`src/rtl/rsa_pkg.sv`:
```
`default_nettype none
// +------------------------------------------------------------------+
// | Package   : rsa_pkg                                               |
// | Purpose   : Shared types and constants for the modular-multiply   |
// |             execute unit (FSM state encoding, default datapath    |
// |             width, iterations per FSM phase).                     |
// | Revision  : 1.0 - initial release                                 |
// +------------------------------------------------------------------+
package rsa_pkg;

  // Default operand / modulus / result width.
  localparam int unsigned MODMUL_WIDTH = 32;

  // Iterations spent in each of REDUCE and MULT at the default width
  // (one operand bit per iteration).
  localparam int unsigned MODMUL_ITERS = MODMUL_WIDTH;

  typedef enum logic [1:0] {
    IDLE   = 2'd0,
    REDUCE = 2'd1,
    MULT   = 2'd2,
    DONE   = 2'd3
  } modmul_state_e;

endpackage : rsa_pkg
`default_nettype wire

```
`src/rtl/modmul_step.sv`:
```
`default_nettype none
// +------------------------------------------------------------------+
// | Module    : modmul_step                                           |
// | Purpose   : One combinational modular iteration:                  |
// |               r_out = ((2*r_in mod n) + (add ? addend : 0)) mod n  |
// |             Requires r_in < n and addend <= n, so each reduction  |
// |             needs only a single conditional subtract.             |
// | Ports     : r_in     - running remainder (< n)                    |
// |             addend   - value added when add is set (<= n)         |
// |             n_in     - modulus (non-zero)                         |
// |             add      - add enable for this iteration              |
// |             r_out    - new remainder (< n)                        |
// | Revision  : 1.0 - initial release                                 |
// +------------------------------------------------------------------+
module modmul_step #(
  parameter int WIDTH = 32
) (
  input  logic [WIDTH-1:0] r_in,
  input  logic [WIDTH-1:0] addend,
  input  logic [WIDTH-1:0] n_in,
  input  logic             add,
  output logic [WIDTH-1:0] r_out
);

  logic [WIDTH:0]   n_ext;
  logic [WIDTH:0]   dbl;
  logic [WIDTH-1:0] dbl_red;
  logic [WIDTH:0]   sum;

  assign n_ext = {1'b0, n_in};

  // 2*r < 2n, so one subtract brings it back below n; the reduced value
  // is below n and therefore fits in WIDTH bits.
  assign dbl     = {r_in, 1'b0};
  assign dbl_red = (dbl >= n_ext) ? WIDTH'(dbl - n_ext) : WIDTH'(dbl);

  // dbl_red < n and addend <= n, so the sum stays below 2n.
  assign sum   = {1'b0, dbl_red} + {1'b0, (add ? addend : {WIDTH{1'b0}})};
  assign r_out = (sum >= n_ext) ? WIDTH'(sum - n_ext) : WIDTH'(sum);

endmodule : modmul_step
`default_nettype wire

```
`src/rtl/ex_modmul_unit.sv`:
```
`default_nettype none
// +------------------------------------------------------------------+
// | Module    : ex_modmul_unit                                        |
// | Purpose   : Multi-cycle (A*B) mod N unit for the execute stage.   |
// |             REDUCE computes A mod N by restoring shift-subtract,  |
// |             MULT runs MSB-first interleaved multiply-reduce; both |
// |             share one modmul_step. State changes on falling edge. |
// | Ports     : clk, rst (async, active-high)                         |
// |             startE/flushE      - issue / abort                    |
// |             rd1E, rd2E, modN   - operands A, B and modulus N      |
// |             WA3E / WA3M        - destination tag in / out         |
// |             stallE             - freeze request to IF/ID, ID/EX   |
// |             doneM, resultM, errM - result pulse, value, N==0 flag |
// | Revision  : 1.0 - initial release                                 |
// +------------------------------------------------------------------+
module ex_modmul_unit
  import rsa_pkg::*;
#(
  parameter int WIDTH = MODMUL_WIDTH
) (
  input  logic             clk,
  input  logic             rst,
  input  logic             startE,
  input  logic             flushE,
  input  logic [WIDTH-1:0] rd1E,
  input  logic [WIDTH-1:0] rd2E,
  input  logic [WIDTH-1:0] modN,
  input  logic [3:0]       WA3E,
  output logic             stallE,
  output logic             doneM,
  output logic [WIDTH-1:0] resultM,
  output logic [3:0]       WA3M,
  output logic             errM
);

  // One operand bit is consumed per iteration in each phase.
  localparam int unsigned ITERS   = WIDTH;
  localparam int          CNT_W   = $clog2(ITERS);
  localparam logic [CNT_W-1:0] CNT_MAX = CNT_W'(ITERS - 1);
  localparam logic [WIDTH-1:0] ONE     = WIDTH'(1);

  modmul_state_e    state_q,  state_d;
  logic [CNT_W-1:0] cnt_q,    cnt_d;
  logic [WIDTH-1:0] a_q,      a_d;
  logic [WIDTH-1:0] b_q,      b_d;
  logic [WIDTH-1:0] n_q,      n_d;
  logic [3:0]       tag_q,    tag_d;
  logic [WIDTH-1:0] r_q,      r_d;
  logic [WIDTH-1:0] ared_q,   ared_d;
  logic             err_q,    err_d;
  logic             done_q,   done_d;
  logic [WIDTH-1:0] result_q, result_d;
  logic [3:0]       wa3m_q,   wa3m_d;
  logic             errm_q,   errm_d;

  logic [WIDTH-1:0] step_addend;
  logic             step_add;
  logic [WIDTH-1:0] step_r;

  // REDUCE shifts A in one bit at a time (2R + bit == 2R + bit*1);
  // MULT adds Ared whenever the current B bit is set. A and B are kept
  // in shift registers so the MSB is always the current bit.
  assign step_addend = (state_q == REDUCE) ? ONE : ared_q;
  assign step_add    = (state_q == REDUCE) ? a_q[WIDTH-1] : b_q[WIDTH-1];

  modmul_step #(
    .WIDTH (WIDTH)
  ) u_step (
    .r_in   (r_q),
    .addend (step_addend),
    .n_in   (n_q),
    .add    (step_add),
    .r_out  (step_r)
  );

  always_comb begin
    state_d  = state_q;
    cnt_d    = cnt_q;
    a_d      = a_q;
    b_d      = b_q;
    n_d      = n_q;
    tag_d    = tag_q;
    r_d      = r_q;
    ared_d   = ared_q;
    err_d    = err_q;
    done_d   = 1'b0;
    result_d = result_q;
    wa3m_d   = wa3m_q;
    errm_d   = errm_q;

    if (flushE) begin
      // Abort from any state; a flush coincident with DONE also kills doneM.
      state_d = IDLE;
    end else begin
      case (state_q)
        IDLE: begin
          if (startE) begin
            a_d   = rd1E;
            b_d   = rd2E;
            n_d   = modN;
            tag_d = WA3E;
            r_d   = '0;
            cnt_d = CNT_MAX;
            if (modN == '0) begin
              err_d   = 1'b1;
              state_d = DONE;
            end else begin
              err_d   = 1'b0;
              state_d = REDUCE;
            end
          end
        end
        REDUCE: begin
          r_d   = step_r;
          a_d   = a_q << 1;
          cnt_d = cnt_q - 1'b1;
          if (cnt_q == '0) begin
            ared_d  = step_r;
            r_d     = '0;
            cnt_d   = CNT_MAX;
            state_d = MULT;
          end
        end
        MULT: begin
          r_d   = step_r;
          b_d   = b_q << 1;
          cnt_d = cnt_q - 1'b1;
          if (cnt_q == '0) begin
            state_d = DONE;
          end
        end
        DONE: begin
          // R stays 0 on the N==0 path, giving resultM=0.
          done_d   = 1'b1;
          result_d = r_q;
          wa3m_d   = tag_q;
          errm_d   = err_q;
          state_d  = IDLE;
        end
        default: state_d = IDLE;
      endcase
    end
  end

  always_ff @(negedge clk or posedge rst) begin
    if (rst) begin
      state_q  <= IDLE;
      cnt_q    <= '0;
      a_q      <= '0;
      b_q      <= '0;
      n_q      <= '0;
      tag_q    <= '0;
      r_q      <= '0;
      ared_q   <= '0;
      err_q    <= 1'b0;
      done_q   <= 1'b0;
      result_q <= '0;
      wa3m_q   <= '0;
      errm_q   <= 1'b0;
    end else begin
      state_q  <= state_d;
      cnt_q    <= cnt_d;
      a_q      <= a_d;
      b_q      <= b_d;
      n_q      <= n_d;
      tag_q    <= tag_d;
      r_q      <= r_d;
      ared_q   <= ared_d;
      err_q    <= err_d;
      done_q   <= done_d;
      result_q <= result_d;
      wa3m_q   <= wa3m_d;
      errm_q   <= errm_d;
    end
  end

  // Gated by rst so the freeze request drops the moment reset asserts.
  assign stallE  = ~rst & (((state_q == IDLE) & startE) |
                           (state_q == REDUCE) | (state_q == MULT));
  assign doneM   = done_q;
  assign resultM = result_q;
  assign WA3M    = wa3m_q;
  assign errM    = errm_q;

endmodule : ex_modmul_unit
`default_nettype wire

```
`config.mk`:
```
export PLATFORM = sky130hd
export DESIGN_NAME = ex_modmul_unit
export DESIGN_NICKNAME = d
export VERILOG_FILES = /design/src/rtl/rsa_pkg.sv /design/src/rtl/modmul_step.sv /design/src/rtl/ex_modmul_unit.sv
export SDC_FILE = /design/constraint.sdc
export NUM_CORES = 1
export LEC_CHECK = 0
export CAP_MARGIN = 10
export CELL_PAD_IN_SITES_DETAIL_PLACEMENT = 1
export CELL_PAD_IN_SITES_GLOBAL_PLACEMENT = 2
export CORE_ASPECT_RATIO = 2
export CORE_MARGIN = 5
export CORE_UTILIZATION = 40
export DETAILED_ROUTE_END_ITERATION = 10
export PLACE_DENSITY_LB_ADDON = 0.1
export SYNTH_ARGS = -nofsm -noshare
export SYNTH_HDL_FRONTEND = slang
export SYNTH_SLANG_ARGS = --single-unit
```
`constraint.sdc`:
```
create_clock -name clk -period 24.1 [get_ports clk]
set_input_delay 7.23 -clock clk [delete_from_list [all_inputs] [get_ports clk]]
set_output_delay 7.23 -clock clk [all_outputs]
set_load 0.1 [all_outputs]
```
# ---- Word level (Yosys, flattened, before mapping)
# Index checks and enable logic that the tools add are counted.
# W data, S select, Z words.
dict set report word_totals {
  regBits 210
  in_bits 104
  word_cells 69
}
dict set report op_classes {
  addsub 4
  n_lt_le_gt_ge 2
  eq_ne 7
  muxes 24
  bitwise 6
  n_reduce_logical 13
}
# operator n
set ops {}
lappend ops {{$mux W32} 8}
lappend ops {{$pmux W32 S2} 2}
lappend ops {{$pmux W32 S3} 1}
lappend ops {{$ge A33 B32 Y1} 2}
lappend ops {{$sub A32 B32 Y32} 2}
lappend ops {{$add A32 B32 Y33} 1}
lappend ops {{$logic_not A32 Y1} 1}
lappend ops {{$reduce_and A3 Y1} 6}
lappend ops {{$pmux W5 S3} 1}
lappend ops {{$mux W2} 5}
lappend ops {{$mux W5} 2}
lappend ops {{$pmux W2 S4} 1}
lappend ops {{$ne A3 B3 Y1 const B} 2}
lappend ops {{$logic_not A5 Y1} 1}
lappend ops {{$sub A5 B1 Y5 const B} 1}
lappend ops {{$eq A2 B2 Y1 const B} 2}
lappend ops {{$mux W1} 4}
lappend ops {{$reduce_bool A2 Y1} 2}
lappend ops {{$ne A3 B2 Y1 const B} 1}
lappend ops {{$reduce_bool A3 Y1} 1}
lappend ops {{$and A1 B1 Y1} 2}
lappend ops {{$eq A2 B1 Y1 const B} 1}
lappend ops {{$logic_not A2 Y1} 1}
lappend ops {{$ne A2 B2 Y1 const B} 1}
lappend ops {{other kinds (3)} 5}

# ---- Depth between registers and ports, before layout
# Gate-level depths: netlist (run 1).
dict set report depth {
  ltp_word 8
  ltp_mapped 35
}

# ---- Cells and area by module
# A second synthesis (run 1) with hierarchy kept.
dict set report unflattened {
  cells_unflattened 1487
  area_unflattened_um2 14685.3
}
# module instances cells_per_inst area_each_um2 seq_area_each_um2
set modules_own_cells {}
lappend modules_own_cells {ex_modmul_unit 1 683 8848.5 5255.0}
lappend modules_own_cells {modmul_step 1 804 5836.8 0.0}

==> results of run 1 <==
registers in the layout (all words and copies together), names as in the netlist:
name,count
WA3M,4
a_q,32
ared_q,32
b_q,32
cnt_q,5
doneM,1
errM,1
err_q,1
n_q,32
r_q,32
resultM,32
state_q,2
tag_q,4
worst paths after layout:
path / startpoint / endpoint / slack, ns / cells after the start
hold reg to reg: ared_q[2] / ared_q[2] / 0.43 / 2
setup / recovery: state_q[0] / stallE / 1.38 / 6
setup reg to reg: n_q[1] / ared_q[29] / 14.16 / 31
max in group asynchronous: rst / n_q[16] / 4.09 / 3
hold / removal: ared_q[2] / ared_q[2] / 0.43 / 2
min in group asynchronous: rst / a_q[25] / 19.26 / 3
metal layers:
| layer | track usage (%) | up-vias | part of all wire, % |
|---|---|---|---|
| met5 | 0 | - | 0 |
| met4 | 15.4 | 0 | 8.0 |
| li1 | - | 5758 | - |
| met2 | 44.9 | 238 | 56 |
| met3 | 2.81 | 130 | 3.0 |
| met1 | 21.0 | 5897 | 33 |
power groups by stage:
stage / registers [mW] / clock network [mW] / logic (mW)
after floorplan: 0.668 / 0 / 1.24
after global placement: 0.573 / 0 / 1.76
after detailed placement: 0.580 / 0 / 1.78
after CTS: 0.575 / 0.377 / 1.79
after global routing: 0.591 / 0.390 / 1.94
final: 0.573 / 0.366 / 1.78
synth_stat cells, types with 33 or more instances:
library cell  number
a21o_1            36
a21oi_1          149
and2_1            35
clkbuf_1          49
dfrtn_1          210
ha_1             103
inv_1             60
mux2_1            33
mux2_2            89
mux2i_1           88
nand2_1          111
nor2_1           118
o21ai_0           52
o21ai_1           49
xnor2_1           53
through the flow:
stage	area, µm²	std cells	setup slack, ns	power (mW)	hold slack, ns
after detailed placement	16400	2079	1.88	2.36	0.431
after floorplan	14700	1538	2.17	1.90	0.408
final	17200	2119	1.38	2.71	0.428
after global placement	16400	2079	1.93	2.33	0.419
after CTS	17200	2119	1.30	2.75	0.431
after global routing	17200	2119	1.18	2.92	0.453
critical path: stages, from the launching register on:
cell             delay (ns)
dfrtn_1                0.40
inv_1                  0.16
ha_2                   0.19
buf_4                  0.44
nor2_1                 0.28
a21oi_1                0.25
clkdlybuf4s50_1        1.17
logic make-up (layout without fill, tap and decap cells):
logic type,Yosys count,count (layout)
AO/OA/AOI/OAI,406,406
AND/OR/NAND/NOR,395,395
buffers and inverters,125,252
adder cells (fa/ha/maj),106,106
XOR/XNOR,86,86
multiplexers,210,210
flip-flops,210,210
final cells by class:
class,count,area (µm²),share of cell area (%)
multi-input cells,1203,8890,51.6
clock buffers,32,659,3.83
inverters,60,229,1.33
flip-flops and latches,210,5260,30.5
well taps,454,568,3.30
clock inverters,8,100,0.582
repair buffers,152,1510,8.77
==> Flow_metrics.wiki, run 1 <==
{| class="wikitable"
! Metric !! Value
|-
| Run status || finished, final reports clean
|-
| Top library cells by usage in the layout, fill and taps aside || 210 x dfrtn_1, 148 x a21oi_1, 142 x clkdlybuf4s50_1, 118 x nor2_1, 111 x nand2_1
|-
| Area share of and/or/nand/nor cells after synthesis || 13.0%
|-
| Share of async-settable or async-resettable flops after synthesis || 100%
|-
| Final GP Congestion || 0.884
|-
| Residual DRC || 0
|-
| Number of antenna violations at the first check in global routing || 0
|-
| Power density over cell area || 158 nW/µm²
|-
| Classification of the worst setup path || reg -> out
|-
| Worst Max-Slew Pin Slew || 1.14 ns
|-
| Critical path data arrival time || 15.49 ns
|-
| Number of distinct library cell variants in the gate-level netlist after synthesis || 79
|-
| Estimated wirelength of the detail-placed design || 36.7 mm
|-
| Adder and majority cell fraction of the synthesized area || 9.21%
|-
| X dimension of the die || 145 µm
|-
| Ratio of cells with drive above 1 in the final layout || 10.7%
|-
| Switching Power || 1.34 mW
|-
| Number of synthesized register bits || 210
|-
| Area of the core region || 36400 µm²
|-
| Clock skew || 0.0156 ns
|-
| Endpoint type of the worst setup path || output port
|-
| Net count, final || 1860
|-
| Fill cells || 4139
|-
| First-pass iteration count of the detailed router || 5
|-
| Buffers inserted by post-CTS timing repair || 0
|-
| Post-cts gate resize count || 0
|-
| RSZ-0062 raised after global routing || false
|-
| # hold bufs at CTS || 0
|-
| Synth Area in Compound Gates || 17.7%
|-
| Sequential group share of total power || 21.1%
|-
| Clock transition time at the flip-flop clock pins of the worst setup and hold paths || 0.05 ns
|-
| Endpoints failing hold || 0
|-
| Maximum level of the CTS H-tree || 1
|-
| Number of rows in the core area || 99
|-
| First-pass GRT wire length || 73.4 mm
|-
| Setup Viol. Count Final || 0
|-
| Summed negative setup slack over all endpoints || 0 ns
|-
| Area overhead of the layout relative to synthesis || 17.5%
|-
| Leading register cell type out of synthesis || dfrtn_1
|-
| Clk sinks || 210
|-
| Maximum number of pins on one net before global-route repair || 148
|-
| Net Count, Synth || 1748
|-
| Share of cell area taken by muxes after synthesis || 15.4%
|-
| Maximum clock insertion buffer count || 3
|-
| Number of buffers inserted by port buffering || 142
|-
| Vias per inst || 5.67
|-
| Starting density of the core || 40.2%
|-
| Total global-route track usage || 22.6%
|-
| Fraction of power spent switching nets || 49.3%
|-
| Peak supply drop || 0.000108 V
|-
| Leading cell type in the layout, fill and taps excluded || dfrtn_1
|-
| Number of vias after detailed routing || 12023
|-
| Average cell area after synthesis || 9.52 µm²
|-
| Top area cells in the synthesized netlist || dfrtn_1 36%, ha_1 8.8%, mux2_2 6.8%
|-
| Type of the worst min-delay path || reg -> reg
|-
| Floorplan die height || 281 µm
|-
| Ys Warns || 0
|-
| Avg WL per Cell || 22.2 µm
|-
| Final-report max-slew violation count || 0
|-
| Relative slew slack || 23.5%
|-
| Post-synthesis cell count || 1538
|-
| Routed Wire Length || 46.9 mm
|-
| Number of enable flip-flop cells after synthesis || 0
|-
| Number of design-rule violations left by the first detailed-router iteration || 270
|-
| Cell chosen for the clock root || clkbuf_16
|-
| Fraction of the yosys area taken by sequential cells || 35.9%
|-
| Total clock buffers created by CTS || 23
|-
| Critical Path RT || 16.87 ns
|-
| CTS tree || yes
|-
| Worst setup SP type || flop
|-
| Gate power share || 65.4%
|-
| Die area || 40800 µm²
|-
| Diodes inserted || 0
|-
| Number of global-route vias before repair || 13318
|-
| Remaining antenna violation count || 0
|-
| Leading area contributor after synthesis || dfrtn_1
|-
| I/O pin cnt || 143
|-
| Mapped Area || 14600 µm²
|-
| Final cell utilization of the core || 47.3%
|-
| Clock group share of total power || 13.5%
|-
| Overflow left after global routing || 0
|-
| Internal power of the cells || 1.38 mW
|-
| Xor-xnor portion of the synthesized cell area || 5.19%
|-
| Largest fanout of any net on the critical path || 34
|-
| Clk Latency, worst-skew pair || 0.54 ns
|-
| Lkg Pwr || 7.79 nW
|-
| Main combinational cell family by area after synthesis || compound AO/OA/AOI/OAI gates
|-
| Synth top area share || 35.9%
|-
| Maximum capacitance violations || 0
|}
Note: power is estimated with default switching activity, not from simulation.
==> run 2: changes to the inputs <==
--- a/config.mk
+++ b/config.mk
@@ -13,6 +13,7 @@
 export CORE_UTILIZATION = 40
 export DETAILED_ROUTE_END_ITERATION = 10
 export PLACE_DENSITY_LB_ADDON = 0.1
+export REMOVE_ABC_BUFFERS = 1
 export SYNTH_ARGS = -nofsm -noshare
 export SYNTH_HDL_FRONTEND = slang
 export SYNTH_SLANG_ARGS = --single-unit
==> run 2 against run 1 <==
  * Combinational power is essentially flat
  * Count of clock-buffer cells in the layout fell by 4
  * Global-route usage about the same
  * Setup slack improved by 0.46 ns
  * Register-to-register slack gained 0.32 ns
  * Utilization hardly changed
  * Sequential power about the same
  * Flip-flop and latch count did not move
  * Non-clock buffer count grew 1
  * Cell area is essentially flat
  * Sequential share of layout area is essentially flat
==> Flow_metrics.wiki, run 2 (synthesis gave the netlist of run 1 again) <==
{| class="wikitable"
! Metric !! Value
|-
| Run status || finished, final reports clean
|-
| Summed negative setup slack over all endpoints || 0 ns (unchanged)
|-
| Endpoint type of the worst setup path || output port
|-
| Clock skew || 0.0106 ns (-0.00498 ns)
|-
| # hold bufs at CTS || 0 (unchanged)
|-
| Clk Latency, worst-skew pair || 0.54 ns (about the same)
|-
| Estimated wirelength of the detail-placed design || 36.7 mm (about the same)
|-
| Die area || 40800 µm² (unchanged)
|-
| Critical Path RT || 16.87 ns (about the same)
|-
| Remaining antenna violation count || 0 (unchanged)
|-
| Routed Wire Length || 47.3 mm (+0.73%)
|-
| Number of buffers inserted by port buffering || 142 (unchanged)
|-
| Residual DRC || 0 (unchanged)
|-
| Final GP Congestion || 0.886 (+0.25%)
|-
| Avg WL per Cell || 22.3 µm (+0.73%)
|-
| Power density over cell area || 159 nW/µm² (+0.52%)
|-
| Lkg Pwr || 7.79 nW (about the same)
|-
| I/O pin cnt || 143 (unchanged)
|-
| Clock transition time at the flip-flop clock pins of the worst setup and hold paths || 0.05 ns (about the same)
|-
| Cell chosen for the clock root || clkbuf_16
|-
| Classification of the worst setup path || reg -> out
|-
| Number of design-rule violations left by the first detailed-router iteration || 257 (-4.8%)
|-
| Net count, final || 1861 (+0.054%)
|-
| Ratio of cells with drive above 1 in the final layout || 10.8% (+0.060 points)
|-
| Number of rows in the core area || 99 (unchanged)
|-
| Fill cells || 4156 (+0.41%)
|-
| Largest fanout of any net on the critical path || 9 (-74%)
|-
| Starting density of the core || 40.2% (unchanged)
|-
| Worst Max-Slew Pin Slew || 1.10 ns (-0.0331 ns)
|-
| RSZ-0062 raised after global routing || false
|-
| First-pass GRT wire length || 73.5 mm (+0.19%)
|-
| Leading cell type in the layout, fill and taps excluded || dfrtn_1
|-
| Number of vias after detailed routing || 11984 (-0.32%)
|-
| Maximum number of pins on one net before global-route repair || 138 (-6.8%)
|-
| Worst setup SP type || flop
|-
| Clk sinks || 210 (unchanged)
|-
| Final cell utilization of the core || 47.3% (about the same)
|-
| Maximum level of the CTS H-tree || 1 (unchanged)
|-
| Total global-route track usage || 22.6% (about the same)
|-
| X dimension of the die || 145 µm (unchanged)
|-
| Diodes inserted || 0 (unchanged)
|-
| Relative slew slack || 26.4% (+2.9 points)
|-
| Maximum capacitance violations || 0 (unchanged)
|-
| Area of the core region || 36400 µm² (unchanged)
|-
| Peak supply drop || 0.0000844 V (-22%)
|-
| Total clock buffers created by CTS || 23 (unchanged)
|-
| Endpoints failing hold || 0 (unchanged)
|-
| Buffers inserted by post-CTS timing repair || 0 (unchanged)
|-
| Top library cells by usage in the layout, fill and taps aside || 210 x dfrtn_1, 148 x a21oi_1, 142 x clkdlybuf4s50_1, 118 x nor2_1, 111 x nand2_1
|-
| Critical path data arrival time || 15.03 ns (-0.46 ns)
|-
| Setup Viol. Count Final || 0 (unchanged)
|-
| Overflow left after global routing || 0 (unchanged)
|-
| Maximum clock insertion buffer count || 3 (unchanged)
|-
| Area overhead of the layout relative to synthesis || 17.5% (about the same)
|-
| Post-cts gate resize count || 0 (unchanged)
|-
| CTS tree || yes
|-
| Number of antenna violations at the first check in global routing || 0 (unchanged)
|-
| Number of global-route vias before repair || 13322 (+0.030%)
|-
| Type of the worst min-delay path || reg -> reg
|-
| First-pass iteration count of the detailed router || 4 (-1)
|-
| Floorplan die height || 281 µm (unchanged)
|-
| Final-report max-slew violation count || 0 (unchanged)
|-
| Vias per inst || 5.66 (-0.32%)
|}
==> run 2: cell types whose count changed in the layout (fill, tap and decap cells not counted) <==
cell        delta
clkinv_4       +1
buf_4          +2
clkinv_2       -1
clkinvlp_4     +1
bufinv_16      +1
clkbuf_1       -1
buf_12         -1
clkbuf_8       -3
inv_8          +1
==> run 2: stage by stage <==
step	worst slack [ns]	cell area [µm²]	hold slack (ns)	power (mW)	instances
after floorplan	-0.715	14300	0.408	1.88	1473
after global placement	2.43	16400	0.419	2.33	2080
after detailed placement	2.38	16400	0.429	2.37	2080
after CTS	1.83	17200	0.431	2.75	2119
after global routing	1.71	17200	0.456	2.93	2119
final	1.84	17200	0.427	2.73	2119
==> run 2: path summary, 6_finish.rpt <==
path / from / endpoint / slack (ns) / depth (start not counted)
hold reg to reg: ared_q[20] / ared_q[20] / 0.43 / 2
hold / removal: ared_q[20] / ared_q[20] / 0.43 / 2
setup / recovery: state_q[0] / stallE / 1.84 / 5
max in group asynchronous: rst / ared_q[1] / 3.64 / 3
min in group asynchronous: rst / a_q[22] / 19.30 / 2
setup reg to reg: n_q[1] / ared_q[3] / 14.48 / 31
==> run 2: routing by layer <==
layer | up-vias | global-route usage (%) | routed length, µm
met5 | - | 0 | 0
met4 | 0 | 11.9 | 2800
met3 | 91 | 2.76 | 1380
met2 | 196 | 45.9 | 26900
met1 | 5948 | 21.6 | 16200
li1 | 5749 | - | -
==> run 2: layout make-up <==
cell class	instances	area [µm²]	area share (%)
Clock inverter	11	149	0.865
Multi-Input combinational cell	1203	8890	51.6
Clock buffer	28	614	3.57
Sequential cell	210	5260	30.5
Tap cell	454	568	3.30
Timing Repair Buffer	153	1500	8.74
Inverter	60	233	1.35
==> run 2: critical path: stages (launching register included) <==
cell and delay, ns:
dfrtn_1 0.50, inv_1 0.14, ha_2 0.22, nor2_1 0.43, a21oi_1 0.15, clkdlybuf4s50_1 1.00
==> run 2: power by group <==
part / switching, mW / internal (mW) / total, mW / leakage [nW]
clock network: 0.154 / 0.214 / 0.368 / 0.365
registers: 0.0841 / 0.491 / 0.575 / 2.59
logic: 1.11 / 0.673 / 1.79 / 4.84
